File: src/rtl/tc08_mark_track_writer_if.sv
// Mark-track writer bundle: the pass-control strobes come in, and the serial mark stream and pass status go out.
// The master modport drives the control side and the slave modport is the encoder.
interface tc08_mark_track_writer_if;
    logic        i_start;
    logic        i_abort;
    logic        i_tm_strb;
    logic        o_mk_bit;
    logic        o_mk_wr_en;
    logic [5:0]  o_mk_code;
    logic        o_word_strb;
    logic [11:0] o_blk_num;
    logic        o_busy;
    logic        o_done;

    modport master (
        output i_start, i_abort, i_tm_strb,
        input  o_mk_bit, o_mk_wr_en, o_mk_code, o_word_strb, o_blk_num, o_busy, o_done
    );

    modport slave (
        input  i_start, i_abort, i_tm_strb,
        output o_mk_bit, o_mk_wr_en, o_mk_code, o_word_strb, o_blk_num, o_busy, o_done
    );
endinterface

File: src/rtl/tc08_mark_track_writer.sv
// TC08 DECtape mark-track encoder: on each timing strobe it shifts out one bit of the 6-bit mark
// code, MSB first, and covers the reverse end zone, N_BLOCKS blocks and the forward end zone.
module tc08_mark_track_writer #(
    parameter int unsigned N_BLOCKS   = 1474,
    parameter int unsigned DATA_WORDS = 86,
    parameter int unsigned EZ_WORDS   = 16
) (
    input  logic                          i_clk,
    input  logic                          i_rst,
    tc08_mark_track_writer_if.slave       bus
);
    localparam int unsigned BLK_SLOTS = DATA_WORDS + 11;
    localparam int unsigned SLOT_MAX  = (BLK_SLOTS > EZ_WORDS) ? BLK_SLOTS : EZ_WORDS;
    localparam int unsigned SLOT_W    = $clog2(SLOT_MAX + 1);

    typedef enum logic [2:0] {S_IDLE, S_ARMED, S_EZ_REV, S_BLOCK, S_EZ_FWD} state_t;

    state_t            r_state, w_state_nx, w_phase;
    logic [2:0]        r_bit, w_bit_nx;
    logic [SLOT_W-1:0] r_slot, w_slot_nx, w_tail;
    logic [11:0]       r_blk, w_blk_nx;
    logic              r_mk_bit, w_mk_bit_nx;
    logic              r_wr_en, w_wr_en_nx;
    logic [5:0]        r_code, w_code_nx;
    logic              r_word_strb, w_word_strb_nx;
    logic              r_busy, w_busy_nx;
    logic              r_done, w_done_nx;
    logic [5:0]        w_sel_code, w_cur_code, w_shift;
    logic              w_emit;

    // ARMED emits the first end-zone bit, so it selects codes as EZ_REV does
    always_comb begin
        w_phase    = (r_state == S_ARMED) ? S_EZ_REV : r_state;
        w_tail     = r_slot - SLOT_W'(DATA_WORDS + 5);
        w_sel_code = 6'o22;
        case (w_phase)
            S_EZ_REV: w_sel_code = 6'o55;
            S_BLOCK: begin
                if (r_slot == '0)
                    w_sel_code = 6'o26;
                else if (r_slot == SLOT_W'(1))
                    w_sel_code = 6'o32;
                else if (r_slot < SLOT_W'(5))
                    w_sel_code = 6'o10;
                else if (r_slot < SLOT_W'(DATA_WORDS + 5))
                    w_sel_code = 6'o70;
                else if (w_tail < SLOT_W'(3))
                    w_sel_code = 6'o73;
                else if (w_tail == SLOT_W'(3))
                    w_sel_code = 6'o51;
                else if (w_tail == SLOT_W'(4))
                    w_sel_code = 6'o45;
                else
                    w_sel_code = 6'o25;
            end
            default: w_sel_code = 6'o22;
        endcase
        w_cur_code = (r_bit == 3'd0) ? w_sel_code : r_code;
        w_shift    = w_cur_code << r_bit;
    end

    always_comb begin
        w_state_nx     = r_state;
        w_bit_nx       = r_bit;
        w_slot_nx      = r_slot;
        w_blk_nx       = r_blk;
        w_mk_bit_nx    = r_mk_bit;
        w_wr_en_nx     = r_wr_en;
        w_code_nx      = r_code;
        w_word_strb_nx = 1'b0;
        w_busy_nx      = r_busy;
        w_done_nx      = 1'b0;
        w_emit         = 1'b0;

        if (r_state != S_IDLE && bus.i_abort) begin
            w_state_nx  = S_IDLE;
            w_busy_nx   = 1'b0;
            w_wr_en_nx  = 1'b0;
            w_mk_bit_nx = 1'b0;
        end else begin
            case (r_state)
                S_IDLE: begin
                    if (bus.i_start) begin
                        w_state_nx = S_ARMED;
                        w_busy_nx  = 1'b1;
                        w_bit_nx   = '0;
                        w_slot_nx  = '0;
                        w_blk_nx   = '0;
                    end
                end
                S_ARMED: begin
                    if (bus.i_tm_strb) begin
                        w_emit     = 1'b1;
                        w_state_nx = S_EZ_REV;
                    end
                end
                S_EZ_REV, S_BLOCK: w_emit = bus.i_tm_strb;
                S_EZ_FWD: begin
                    // slot == EZ_WORDS means the final 22 has been fully shifted out
                    if (r_slot == SLOT_W'(EZ_WORDS)) begin
                        w_state_nx  = S_IDLE;
                        w_done_nx   = 1'b1;
                        w_busy_nx   = 1'b0;
                        w_wr_en_nx  = 1'b0;
                        w_mk_bit_nx = 1'b0;
                    end else begin
                        w_emit = bus.i_tm_strb;
                    end
                end
                default: w_state_nx = S_IDLE;
            endcase
        end

        if (w_emit) begin
            w_code_nx      = w_cur_code;
            w_mk_bit_nx    = w_shift[5];
            w_wr_en_nx     = 1'b1;
            w_word_strb_nx = (r_bit == 3'd0);
            w_bit_nx       = r_bit + 3'd1;
            if (r_bit == 3'd5) begin
                w_bit_nx = '0;
                case (w_phase)
                    S_EZ_REV: begin
                        if (r_slot == SLOT_W'(EZ_WORDS - 1)) begin
                            w_slot_nx  = '0;
                            w_state_nx = S_BLOCK;
                        end else begin
                            w_slot_nx = r_slot + SLOT_W'(1);
                        end
                    end
                    S_BLOCK: begin
                        if (r_slot == SLOT_W'(BLK_SLOTS - 1)) begin
                            w_slot_nx = '0;
                            if (r_blk == 12'(N_BLOCKS - 1))
                                w_state_nx = S_EZ_FWD;
                            else
                                w_blk_nx = r_blk + 12'd1;
                        end else begin
                            w_slot_nx = r_slot + SLOT_W'(1);
                        end
                    end
                    default: w_slot_nx = r_slot + SLOT_W'(1);
                endcase
            end
        end
    end

    always_ff @(posedge i_clk) begin
        if (i_rst) begin
            r_state     <= S_IDLE;
            r_bit       <= '0;
            r_slot      <= '0;
            r_blk       <= '0;
            r_mk_bit    <= 1'b0;
            r_wr_en     <= 1'b0;
            r_code      <= '0;
            r_word_strb <= 1'b0;
            r_busy      <= 1'b0;
            r_done      <= 1'b0;
        end else begin
            r_state     <= w_state_nx;
            r_bit       <= w_bit_nx;
            r_slot      <= w_slot_nx;
            r_blk       <= w_blk_nx;
            r_mk_bit    <= w_mk_bit_nx;
            r_wr_en     <= w_wr_en_nx;
            r_code      <= w_code_nx;
            r_word_strb <= w_word_strb_nx;
            r_busy      <= w_busy_nx;
            r_done      <= w_done_nx;
        end
    end

    assign bus.o_mk_bit    = r_mk_bit;
    assign bus.o_mk_wr_en  = r_wr_en;
    assign bus.o_mk_code   = r_code;
    assign bus.o_word_strb = r_word_strb;
    assign bus.o_blk_num   = r_blk;
    assign bus.o_busy      = r_busy;
    assign bus.o_done      = r_done;
endmodule

File: src/flat_wrapper.sv
// flat-port wrapper written by rule: the top's interface ports become plain ports
module tc08_mark_track_writer_flat 
#(
    parameter int unsigned N_BLOCKS   = 1474,
    parameter int unsigned DATA_WORDS = 86,
    parameter int unsigned EZ_WORDS   = 16
)
  (i_clk, i_rst, bus_i_start, bus_i_abort, bus_i_tm_strb, bus_o_mk_bit, bus_o_mk_wr_en, bus_o_mk_code, bus_o_word_strb, bus_o_blk_num, bus_o_busy, bus_o_done);
  tc08_mark_track_writer_if bus_i ();
  input  logic i_clk;
  input  logic i_rst;
  input wire logic [$bits(bus_i.i_start)-1:0] bus_i_start;
  input wire logic [$bits(bus_i.i_abort)-1:0] bus_i_abort;
  input wire logic [$bits(bus_i.i_tm_strb)-1:0] bus_i_tm_strb;
  output wire logic [$bits(bus_i.o_mk_bit)-1:0] bus_o_mk_bit;
  output wire logic [$bits(bus_i.o_mk_wr_en)-1:0] bus_o_mk_wr_en;
  output wire logic [$bits(bus_i.o_mk_code)-1:0] bus_o_mk_code;
  output wire logic [$bits(bus_i.o_word_strb)-1:0] bus_o_word_strb;
  output wire logic [$bits(bus_i.o_blk_num)-1:0] bus_o_blk_num;
  output wire logic [$bits(bus_i.o_busy)-1:0] bus_o_busy;
  output wire logic [$bits(bus_i.o_done)-1:0] bus_o_done;
  assign bus_i.i_start = bus_i_start;
  assign bus_i.i_abort = bus_i_abort;
  assign bus_i.i_tm_strb = bus_i_tm_strb;
  assign bus_o_mk_bit = bus_i.o_mk_bit;
  assign bus_o_mk_wr_en = bus_i.o_mk_wr_en;
  assign bus_o_mk_code = bus_i.o_mk_code;
  assign bus_o_word_strb = bus_i.o_word_strb;
  assign bus_o_blk_num = bus_i.o_blk_num;
  assign bus_o_busy = bus_i.o_busy;
  assign bus_o_done = bus_i.o_done;
  tc08_mark_track_writer #(.N_BLOCKS(N_BLOCKS), .DATA_WORDS(DATA_WORDS), .EZ_WORDS(EZ_WORDS)) u_core (.i_clk(i_clk), .i_rst(i_rst), .bus(bus_i));
endmodule
File: config.mk
export PLATFORM = sky130hd
export DESIGN_NAME = tc08_mark_track_writer_flat
export DESIGN_NICKNAME = d
export VERILOG_FILES = /design/src/rtl/tc08_mark_track_writer_if.sv /design/src/rtl/tc08_mark_track_writer.sv /design/src/flat_wrapper.sv
export SDC_FILE = /design/constraint.sdc
export NUM_CORES = 1
export LEC_CHECK = 0
export ABC_AREA = 1
export CAP_MARGIN = 20
export CORE_MARGIN = 3
export CORE_UTILIZATION = 56
export CTS_CLUSTER_DIAMETER = 80
export DETAILED_ROUTE_END_ITERATION = 16
export MAX_ROUTING_LAYER = met4
export PLACE_DENSITY = 0.83
export REMOVE_ABC_BUFFERS = 1
export SKIP_LAST_GASP = 1
export SLEW_MARGIN = 30
export SYNTH_ARGS = -nofsm -noshare
export SYNTH_HDL_FRONTEND = slang
export SYNTH_SLANG_ARGS = --single-unit
File: constraint.sdc
create_clock -name i_clk -period 2.21 [get_ports i_clk]
set_input_delay 0.3315 -clock i_clk [delete_from_list [all_inputs] [get_ports i_clk]]
set_output_delay 0.3315 -clock i_clk [all_outputs]
set_load 0.05 [all_outputs]
**Word-level counts from Yosys, hierarchy flattened**

Cells that the tools add are included.

- Bits in registers: 36
- Bits in latches: 0
- Memory bits (writable): 0
- Bits in read-only memories: 0
- Bits of input ports: 5
- Output and inout bits: 23
- Word-level logic and storage cells: 108
- Memories: 0

- Add/sub/neg operators: 4
- $mul: 0
- Divide/modulo/power cells: 0
- Order comparisons: 3
- Equality and inequality tests: 17
- Shift-type cells: 1
- Multiplexer cells: 54
- Bitwise operators: 2
- Reduce and logical (&&, ||, !) cells: 17

Operators with widths:

| cell | count |
|---|---|
| $mux W12 | 8 |
| $mux W7 | 7 |
| $mux W6 | 8 |
| $mux W3 | 15 |
| $pmux W7 S2 | 1 |
| $add A12 B1 Y12 const B | 1 |
| $eq A12 B11 Y1 const B | 1 |
| $eq A3 B2 Y1 const B | 4 |
| $pmux W3 S4 | 1 |
| $pmux W6 S2 | 1 |
| $mux W1 | 10 |
| $reduce_bool A3 Y1 | 3 |
| $add A7 B1 Y7 const B | 1 |
| $eq A7 B1 Y1 const B | 1 |
| $eq A7 B2 Y1 const B | 1 |
| $eq A7 B3 Y1 const B | 1 |
| $eq A7 B4 Y1 const B | 1 |
| $eq A7 B5 Y1 const B | 1 |
| $eq A7 B7 Y1 const B | 1 |
| $logic_not A7 Y1 | 1 |
| $lt A7 B2 Y1 const B | 1 |
| $lt A7 B3 Y1 const B | 1 |
| $lt A7 B7 Y1 const B | 1 |
| $sub A7 B7 Y7 const B | 1 |
| other kinds (17) | 26 |

**Longest topological paths before layout**

Gate-level depths: netlist (run 1).

- Word-level depth: 13
- Depth in mapped cells: 17
- Mapped depth without buffers: 17

**Least setup slack after synthesis (run 1)**

No wires, ideal clock.

- Path type: register -> register
- From: register u_core.r_blk[0], in the netlist u_core.bus.o_blk_num[0]
- To: register u_core.r_blk[10], in the netlist u_core.bus.o_blk_num[10]
- Data arrival time: 1.816 ns
- Required time: 2.092 ns
- Setup slack: 0.276 ns
- Stages on the path, launching flop included: 8
- Buffers on the path: 0
- Clock period less this slack: 1.934 ns
- Cells stage by stage: dfxtp_1 -> ha_1 -> nand3_1 -> nor3_1 -> nand2_1 -> nor4_1 -> nand3_1 -> o2111a_1

- Cells in the longest elaborated chain, start to end: 6
- Elaborated cells on any way between the ends: 7

Ends and longest elaborated chain:

| element | RTL line | text |
|---|---|---|
| start: declaration | tc08_mark_track_writer.sv:21 | `logic [11:0] r_blk, w_blk_nx;` |
| start signal: assignment | tc08_mark_track_writer.sv:164 | `r_blk <= w_blk_nx;` |
| $add A12 B1 Y12 or $eq A12 B11 Y1 (tied branches) | tc08_mark_track_writer.sv:137, tc08_mark_track_writer.sv:134 |  |
| $mux W12 * | tc08_mark_track_writer.sv:134 | `if (r_blk == 12'(N_BLOCKS - 1))` |
| $mux W12 * | tc08_mark_track_writer.sv:132 | `if (r_slot == SLOT_W'(BLK_SLOTS - 1)) begin` |
| $mux W12 * | tc08_mark_track_writer.sv:122 | `case (w_phase)` |
| $mux W12 * | tc08_mark_track_writer.sv:120 | `if (r_bit == 3'd5) begin` |
| $mux W12 * | tc08_mark_track_writer.sv:114 | `if (w_emit) begin` |

Mark *: on every way between the ends. The rest lies on a longest branch, timed or not.
A chain may end at the register's enable or synchronous reset.

**Worst setup path after layout (run 1)**

- From: register u_core.r_slot[1]
- To: register u_core.r_mk_bit, in the netlist u_core.bus.o_mk_bit

- Cells in the longest elaborated chain, start to end: 13
- Elaborated cells on any way between the ends: 26

Ends and longest elaborated chain:

| element | RTL line | text |
|---|---|---|
| start: declaration | tc08_mark_track_writer.sv:20 | `logic [SLOT_W-1:0] r_slot, w_slot_nx, w_tail;` |
| start signal: assignment | tc08_mark_track_writer.sv:163 | `r_slot <= w_slot_nx;` |
| branches (longest 13 deep; another with $sub A7 B7 Y7) | -- |  |
| end signal: assignment | tc08_mark_track_writer.sv:165 | `r_mk_bit <= w_mk_bit_nx;` |
| end: declaration | tc08_mark_track_writer.sv:22 | `logic r_mk_bit, w_mk_bit_nx;` |

Several ways; the timed one is not identified.

==> results of run 1 <==
-- worst paths after layout --
kind,to,slack [ns],cells after the start
worst max-delay path,u_core.bus.o_mk_bit,0.15,13
worst min register to register,u_core.bus.o_mk_wr_en,0.47,2
worst max register to register,u_core.bus.o_mk_bit,0.15,13
worst min-delay path,u_core.bus.o_mk_wr_en,0.47,2
-- through the flow --
step                TNS, ns  power [mW]
CTS                       0        1.47
floorplan                 0       0.831
finish                    0        1.47
global route        -0.0224        1.52
detailed placement        0       0.901
global placement          0       0.898
-- power breakdown --
part           internal [mW]  total, mW  switching, mW
clock network          0.335      0.577          0.242
logic                 0.0711      0.213          0.142
registers              0.664      0.679         0.0143
total                   1.07       1.47          0.399
-- worst max-delay path: cells and delay by family, from the launching register on --
| kind | cells | cell delay, ns |
|---|---|---|
| flops | 1 | 0.37 |
| fa+ha+maj | 1 | 0.18 |
| buf+inv | 3 | 0.36 |
| compound gates | 2 | 0.29 |
| simple gates | 7 | 0.78 |
-- cell usage after synthesis (all sizes together) --
| cell | instances | area, um2 |
|---|---|---|
| a31oi | 3 | 18.8 |
| a22oi | 1 | 7.51 |
| nor4 | 3 | 18.8 |
| nor3 | 12 | 65.1 |
| o211ai | 2 | 15.0 |
| o21ai | 25 | 129 |
| a21oi | 30 | 154 |
| buf | 6 | 45.0 |
| a32oi | 2 | 17.5 |
| nand2 | 74 | 305 |
| and3 | 1 | 6.26 |
| and2 | 1 | 8.76 |
| o2111a | 1 | 11.3 |
| nor2 | 46 | 224 |
| dfxtp | 36 | 721 |
| a211oi | 5 | 37.5 |
| or3 | 1 | 6.26 |
| nor3b | 1 | 12.5 |
| nand3b | 1 | 7.51 |
| nand4 | 7 | 58.8 |
| nand3 | 22 | 138 |
| inv | 55 | 209 |
| or2 | 1 | 6.26 |
| a221oi | 1 | 15.0 |
| o22ai | 2 | 12.5 |
| o41ai | 1 | 8.76 |
| a2111oi | 2 | 18.8 |
| clkbuf | 4 | 15.0 |
| xnor2 | 1 | 8.76 |
| ha | 6 | 75.1 |
-- registers in the layout, summed over array words and instances, names as in the netlist --
signal                  count
u_core.bus.o_word_strb      1
u_core.bus.o_mk_code        6
u_core.r_bit                3
u_core.bus.o_done           1
u_core.bus.o_mk_bit         1
u_core.r_state              3
u_core.bus.o_mk_wr_en       1
u_core.bus.o_busy           1
u_core.bus.o_blk_num       12
u_core.r_slot               7
-- layout by cell type, fill, tap and decap left out, types with 2 or more instances in the layout --
cell             synthesis  final
buf_4                    1      7
a21oi_2                  1      2
nand2_2                  2      2
o211ai_1                 2      2
o21ai_1                  2      2
inv_2                    2      2
nand2_1                 69     69
nand3_1                 18     18
nand3_2                  3      3
o22ai_1                  2      2
a32oi_1                  2      2
nor4_1                   3      3
a211oi_1                 5      5
nand4_1                  6      6
dfxtp_1                 36     35
nand2_4                  3      3
nor2_1                  39     38
a21oi_1                 29     28
nor2_2                   2      3
a31oi_1                  3      3
inv_1                   52     52
clkbuf_8                 0      5
clkdlybuf4s50_1          0     27
ha_1                     6      6
nor3_1                  11     11
nor2_4                   4      4
o21ai_0                 22     22
-- timing repair --
item                                    CTS  global route
gates resized for setup                   0             3
endpoints found under the setup margin    0            19
hold endpoints to repair                  0             0
buffers inserted                          0             2
-- final cells by class --
type,count,area [um2]
clock buffers,6,72.6
clock inverters,2,35.0
fillers,356,1240
inverters,55,209
multi-input cells,252,1390
flip-flops and latches,36,722
well taps,50,62.6
repair buffers,34,323
-- metal layers --
metal	global-route usage [%]	routed length, um	share of wire, %
met1	30.1	2660	46
met3	5.82	291	5.0
met4	8.98	97	1.7
met2	39.8	2740	47
met5	-	0	0
-- logic make-up (layout without fill, tap and decap cells) --
logic type	Yosys count	count (layout)	share of synthesized area, %
AND/OR/NAND/NOR	170	170	36.1
XOR/XNOR	1	1	0.369
adder cells (fa/ha/maj)	6	6	3.16
flip-flops	36	36	30.3
buffers and inverters	65	97	11.3
AO/OA/AOI/OAI	75	75	18.7
==> results.json, run 1 <==
{
  "end_kind": "flip-flop",
  "die_w_um": 71.1,
  "die_h_um": 71.1,
  "min-delay-start": "u_core.bus.o_mk_wr_en",
  "critPathKind": "reg2reg",
  "grt_antenna_before_repair": 0,
  "io_pins": 28,
  "syn_area_per_cell_um2": 6.73,
  "nNetsFinal": 395,
  "crit_arrival_ns": 2.29,
  "regToRegStartpoint": "u_core.r_slot[1]",
  "fmax_mhz": 486,
  "cts-root-buf": "clkbuf_8",
  "place.gp.congestion": 0.873,
  "synthCells": 353,
  "critPathLaunch": "u_core.r_slot[1]",
  "p_per_area_mw_per_mm2": 521,
  "worst-slew-pin-transition_ns": 0.518,
  "drv_cap": 0,
  "drt_pre_antenna_iters": 5,
  "core_area_mm2": 0.00406,
  "portBuffers": 27,
  "vias": 2402,
  "startpoint_type": "flip-flop",
  "setup-violations-final": 0,
  "grt_max_degree": 22,
  "outcome": "complete, no violations",
  "leakagePower_nw": 1.14,
  "clk_pin_slew_ns": 0.07,
  "holdWs_ns": 0.475,
  "tritoncts": "built",
  "drt-initial-drc-count": 175,
  "slowest_delay_ns": 0.37,
  "placed_area_mm2": 0.00269,
  "detailed_place_hpwl_um": 4240,
  "drv_slew": 0,
  "area_delta_synth_final_pct": 18.5,
  "synth-seq-cells": 36,
  "synth_cell_type_count": 47,
  "grt_pass1_vias": 2198,
  "vdd_drop_max_mv": 0.299,
  "initial_core_util_pct": 58.6,
  "clock_skew_ns": 0.00645,
  "hp-class": "reg2reg",
  "antenna_left": 0,
  "dp_cells": 425,
  "pre_cts_ws_ns": 0.0732,
  "grt_usage_pct": 24.7,
  "syn_area_mm2": 0.00238,
  "ys_seq_area_share_pct": 30.3,
  "grt_first_pass_wirelength_um": 9810,
  "die_area_mm2": 0.00506,
  "drive_gt1_share_pct": 11.4,
  "hold_viol_final": 0,
  "overflow": 0,
  "wire_per_inst_um": 13.3,
  "utilization_pct": 69.4,
  "max_slew_margin_pct": 65.4,
  "min_period_over_period_pct": 93.0,
  "cts_hold_buf": 0,
  "cts_buffers": 5,
  "cts.sinks": 36,
  "worst_slack_ns": 0.154,
  "slowest_stage": "dfxtp_2",
  "antenna_cells": 0,
  "period_minus_slack_ns": 2.06,
  "viasPerCell": 5.52,
  "fin_area_mm2": 0.00282,
  "cts_max_level": 2,
  "clk_latency_ns": 0.29,
  "post-route-drc-count": 0,
  "ys_warn_count": 0,
  "crit_chain": "inv_1 -> ha_1 -> nor3b_2 -> nand2_1 -> nand3_2 -> nand2_2 -> nand2_4 -> nor2_8 -> buf_4 -> inv_1 -> a31oi_1 -> nand2_1 -> a21oi_2",
  "cts_buffer_depth": 2,
  "rows": 23,
  "drt-total-wl_um": 5790,
  "rsz0062_at_grt": "yes",
  "critical_path_peak_fanout": 7,
  "critical_path_required_ns": 2.44,
  "stdcell_count": 435
}
(Power assumes the default switching activity.)
==> inputs of run 2 (changes only) <==
--- a/config.mk
+++ b/config.mk
@@ -8,11 +8,11 @@
 export ABC_AREA = 1
 export CAP_MARGIN = 20
 export CORE_MARGIN = 3
-export CORE_UTILIZATION = 56
+export CORE_UTILIZATION = 40
 export CTS_CLUSTER_DIAMETER = 80
 export DETAILED_ROUTE_END_ITERATION = 16
 export MAX_ROUTING_LAYER = met4
-export PLACE_DENSITY = 0.83
+export PLACE_DENSITY = 0.63
 export REMOVE_ABC_BUFFERS = 1
 export SKIP_LAST_GASP = 1
 export SLEW_MARGIN = 30
==> run 2 against run 1 <==
Compared with the run above:
- cell area is 1.6% higher
- combinational power hardly changed
- clock power is 3% higher
- count of clock-buffer cells in the layout is 1 lower
- global-route usage is 6.2 points lower
- sequential power hardly changed
- critical endpoint unchanged
- largest power group unchanged
==> results.json, run 2 (synthesized netlist as in run 1, its figures left out) <==
{
  "outcome": "complete, no violations",
  "r2r_end": "u_core.bus.o_mk_bit",
  "portBuffers": 27,
  "critPathKind": "reg2reg",
  "switchingPower_uw": 418,
  "drt-initial-drc-count": 157,
  "drv_cap": 0,
  "pwr-share-clk_pct": 39.9,
  "crit_chain": "inv_1 -> ha_1 -> nor3b_2 -> nand2_1 -> nand3_2 -> nand2_2 -> nand2_4 -> nor2_8 -> buf_4 -> inv_1 -> a31oi_1 -> nand2_1 -> a21oi_2",
  "largest_reg_flops": 12,
  "area_delta_synth_final_pct": 20.5,
  "vdd_drop_max_mv": 0.293,
  "critical_path_peak_fanout": 9,
  "holdPathStages": 2,
  "startpoint_type": "flip-flop",
  "die_h_um": 83.1,
  "initial_core_util_pct": 42.1,
  "slowest_delay_ns": 0.33,
  "end_kind": "flip-flop",
  "cts_max_level": 2,
  "grt_usage_pct": 18.5,
  "r2r_slack_ns": 0.20,
  "hold_viol_final": 0,
  "final_cell_mix": "nand2_1, inv_1, nor2_1",
  "post-route-drc-count": 0,
  "drt-total-wl_um": 5890,
  "max_slew_margin_pct": 66.2,
  "core_area_mm2": 0.00564,
  "fin_setup_tns_ns": 0,
  "nNetsFinal": 397,
  "p_per_area_mw_per_mm2": 519,
  "io_pins": 28,
  "overflow": 0,
  "layout_commonest_cell": "nand2_1",
  "tritoncts": "built",
  "clk_latency_ns": 0.29,
  "leakagePower_nw": 1.15,
  "cts-root-buf": "clkbuf_8",
  "period_minus_slack_ns": 2.01,
  "internal-power_mw": 1.07,
  "worst-slew-pin-transition_ns": 0.505,
  "min_period_over_period_pct": 91.1,
  "drive_gt1_share_pct": 11.6,
  "regToRegStartpoint": "u_core.r_slot[0]",
  "cts_buffer_depth": 2,
  "clock_skew_ns": 0.00661,
  "die_area_mm2": 0.00690,
  "viasPerCell": 5.17,
  "wl_met1_um": 3030,
  "grt_first_pass_wirelength_um": 10400,
  "slowest_stage": "dfxtp_1",
  "grt_max_degree": 22,
  "switching_share_pct": 28.1,
  "hp-class": "reg2reg",
  "grt_pass1_vias": 2256,
  "wire_per_inst_um": 12.8,
  "dr_wl_met2_um": 2470,
  "antenna_cells": 0,
  "grt_antenna_before_repair": 0,
  "die_w_um": 83.1,
  "power_mw": 1.49,
  "rr_worst_depth": 13,
  "place.gp.congestion": 0.900,
  "setup-violations-final": 0,
  "min-delay-start": "u_core.bus.o_mk_wr_en",
  "antenna_left": 0,
  "drv_slew": 0,
  "rows": 27,
  "power_frac_comb_pct": 14.5,
  "min_to": "u_core.bus.o_mk_wr_en",
  "seq_power_share_pct": 45.6,
  "top_layer": "met4",
  "fmax_mhz": 497,
  "vias": 2373,
  "dr_wl_met3_um": 282,
  "detailed_place_hpwl_um": 4390,
  "cts_buffers": 5,
  "clk_pin_slew_ns": 0.08,
  "crit_arrival_ns": 2.25,
  "cts.sinks": 36,
  "critical_path_required_ns": 2.45,
  "drt_pre_antenna_iters": 5
}
[run 2: cell count changes in the layout (fill, tap and decap cells not counted), sizes merged]
cell	delta
buf	+2
clkbuf	-1
clkinvlp	+1
[run 2: worst max-delay path, delay by kind of cell, from the launching register on]
| family | cells | cell delay, ns |
|---|---|---|
| flip-flops | 1 | 0.33 |
| AND/OR/NAND/NOR | 7 | 0.78 |
| buffers and inverters | 3 | 0.38 |
| AO/OA/AOI/OAI | 2 | 0.27 |
| adder cells (fa/ha/maj) | 1 | 0.20 |
[run 2: how the worst max path moves through the flow]
stage,to,from,slack [ns]
2_1_floorplan,u_core.bus.o_blk_num[7],u_core.r_slot[0],0.24
3_3_place_gp,u_core.bus.o_blk_num[7],u_core.r_slot[0],0.19
3_5_place_dp,u_core.r_slot[5],bus_i_abort,0.15
4_1_cts,u_core.bus.o_blk_num[6],u_core.r_slot[0],0.14
5_1_grt,u_core.bus.o_mk_bit,u_core.r_slot[0],-0.008
6_report,u_core.bus.o_mk_bit,u_core.r_slot[0],0.20
[run 2: per-stage QoR]
| step | instance area, um2 | cells | utilization [%] | setup WS (ns) | hold slack (ns) |
|---|---|---|---|---|---|
| 6_report | 2860 | 459 | 50.7 | 0.197 | 0.464 |
| 5_1_grt | 2860 | 459 | 50.7 | -0.00793 | 0.492 |
| 4_1_cts | 2840 | 457 | 50.3 | 0.136 | 0.468 |
| 3_5_place_dp | 2730 | 449 | 48.4 | 0.155 | 0.455 |
| 3_3_place_gp | 2730 | 449 | 48.4 | 0.190 | 0.453 |
| 2_1_floorplan | 2320 | 343 | - | 0.237 | 0.394 |
[run 2: layer usage]
metal	vias to the layer above	GRT usage (%)
met2	62	27.0
met3	9	2.78
met4	0	6.98
li1	1234	-
met5	-	-
met1	1068	25.9
[run 2: power by group through the flow]
stage               Sequential, mW  Combinational [mW]  Clock [mW]
finish                       0.678               0.215       0.593
global placement             0.693               0.211           0
CTS                          0.678               0.211       0.608
floorplan                    0.733              0.0973           0
detailed placement           0.693               0.210           0
global route                 0.681               0.240       0.635
[run 2: area by class of cell]
cell class / count / area, um2
clock inverters: 3 / 42.5
fillers: 556 / 2780
inverters: 55 / 209
multi-input cells: 252 / 1390
flip-flops and latches: 36 / 721
well taps: 72 / 90.1
clock buffers: 5 / 68.8
repair buffers: 36 / 338
[run 2: repair_timing]
action                                  CTS  global route
hold buffers                              0             0
buffers inserted                          0             2
endpoints found under the setup margin    0            10
gates resized for setup                   0             2
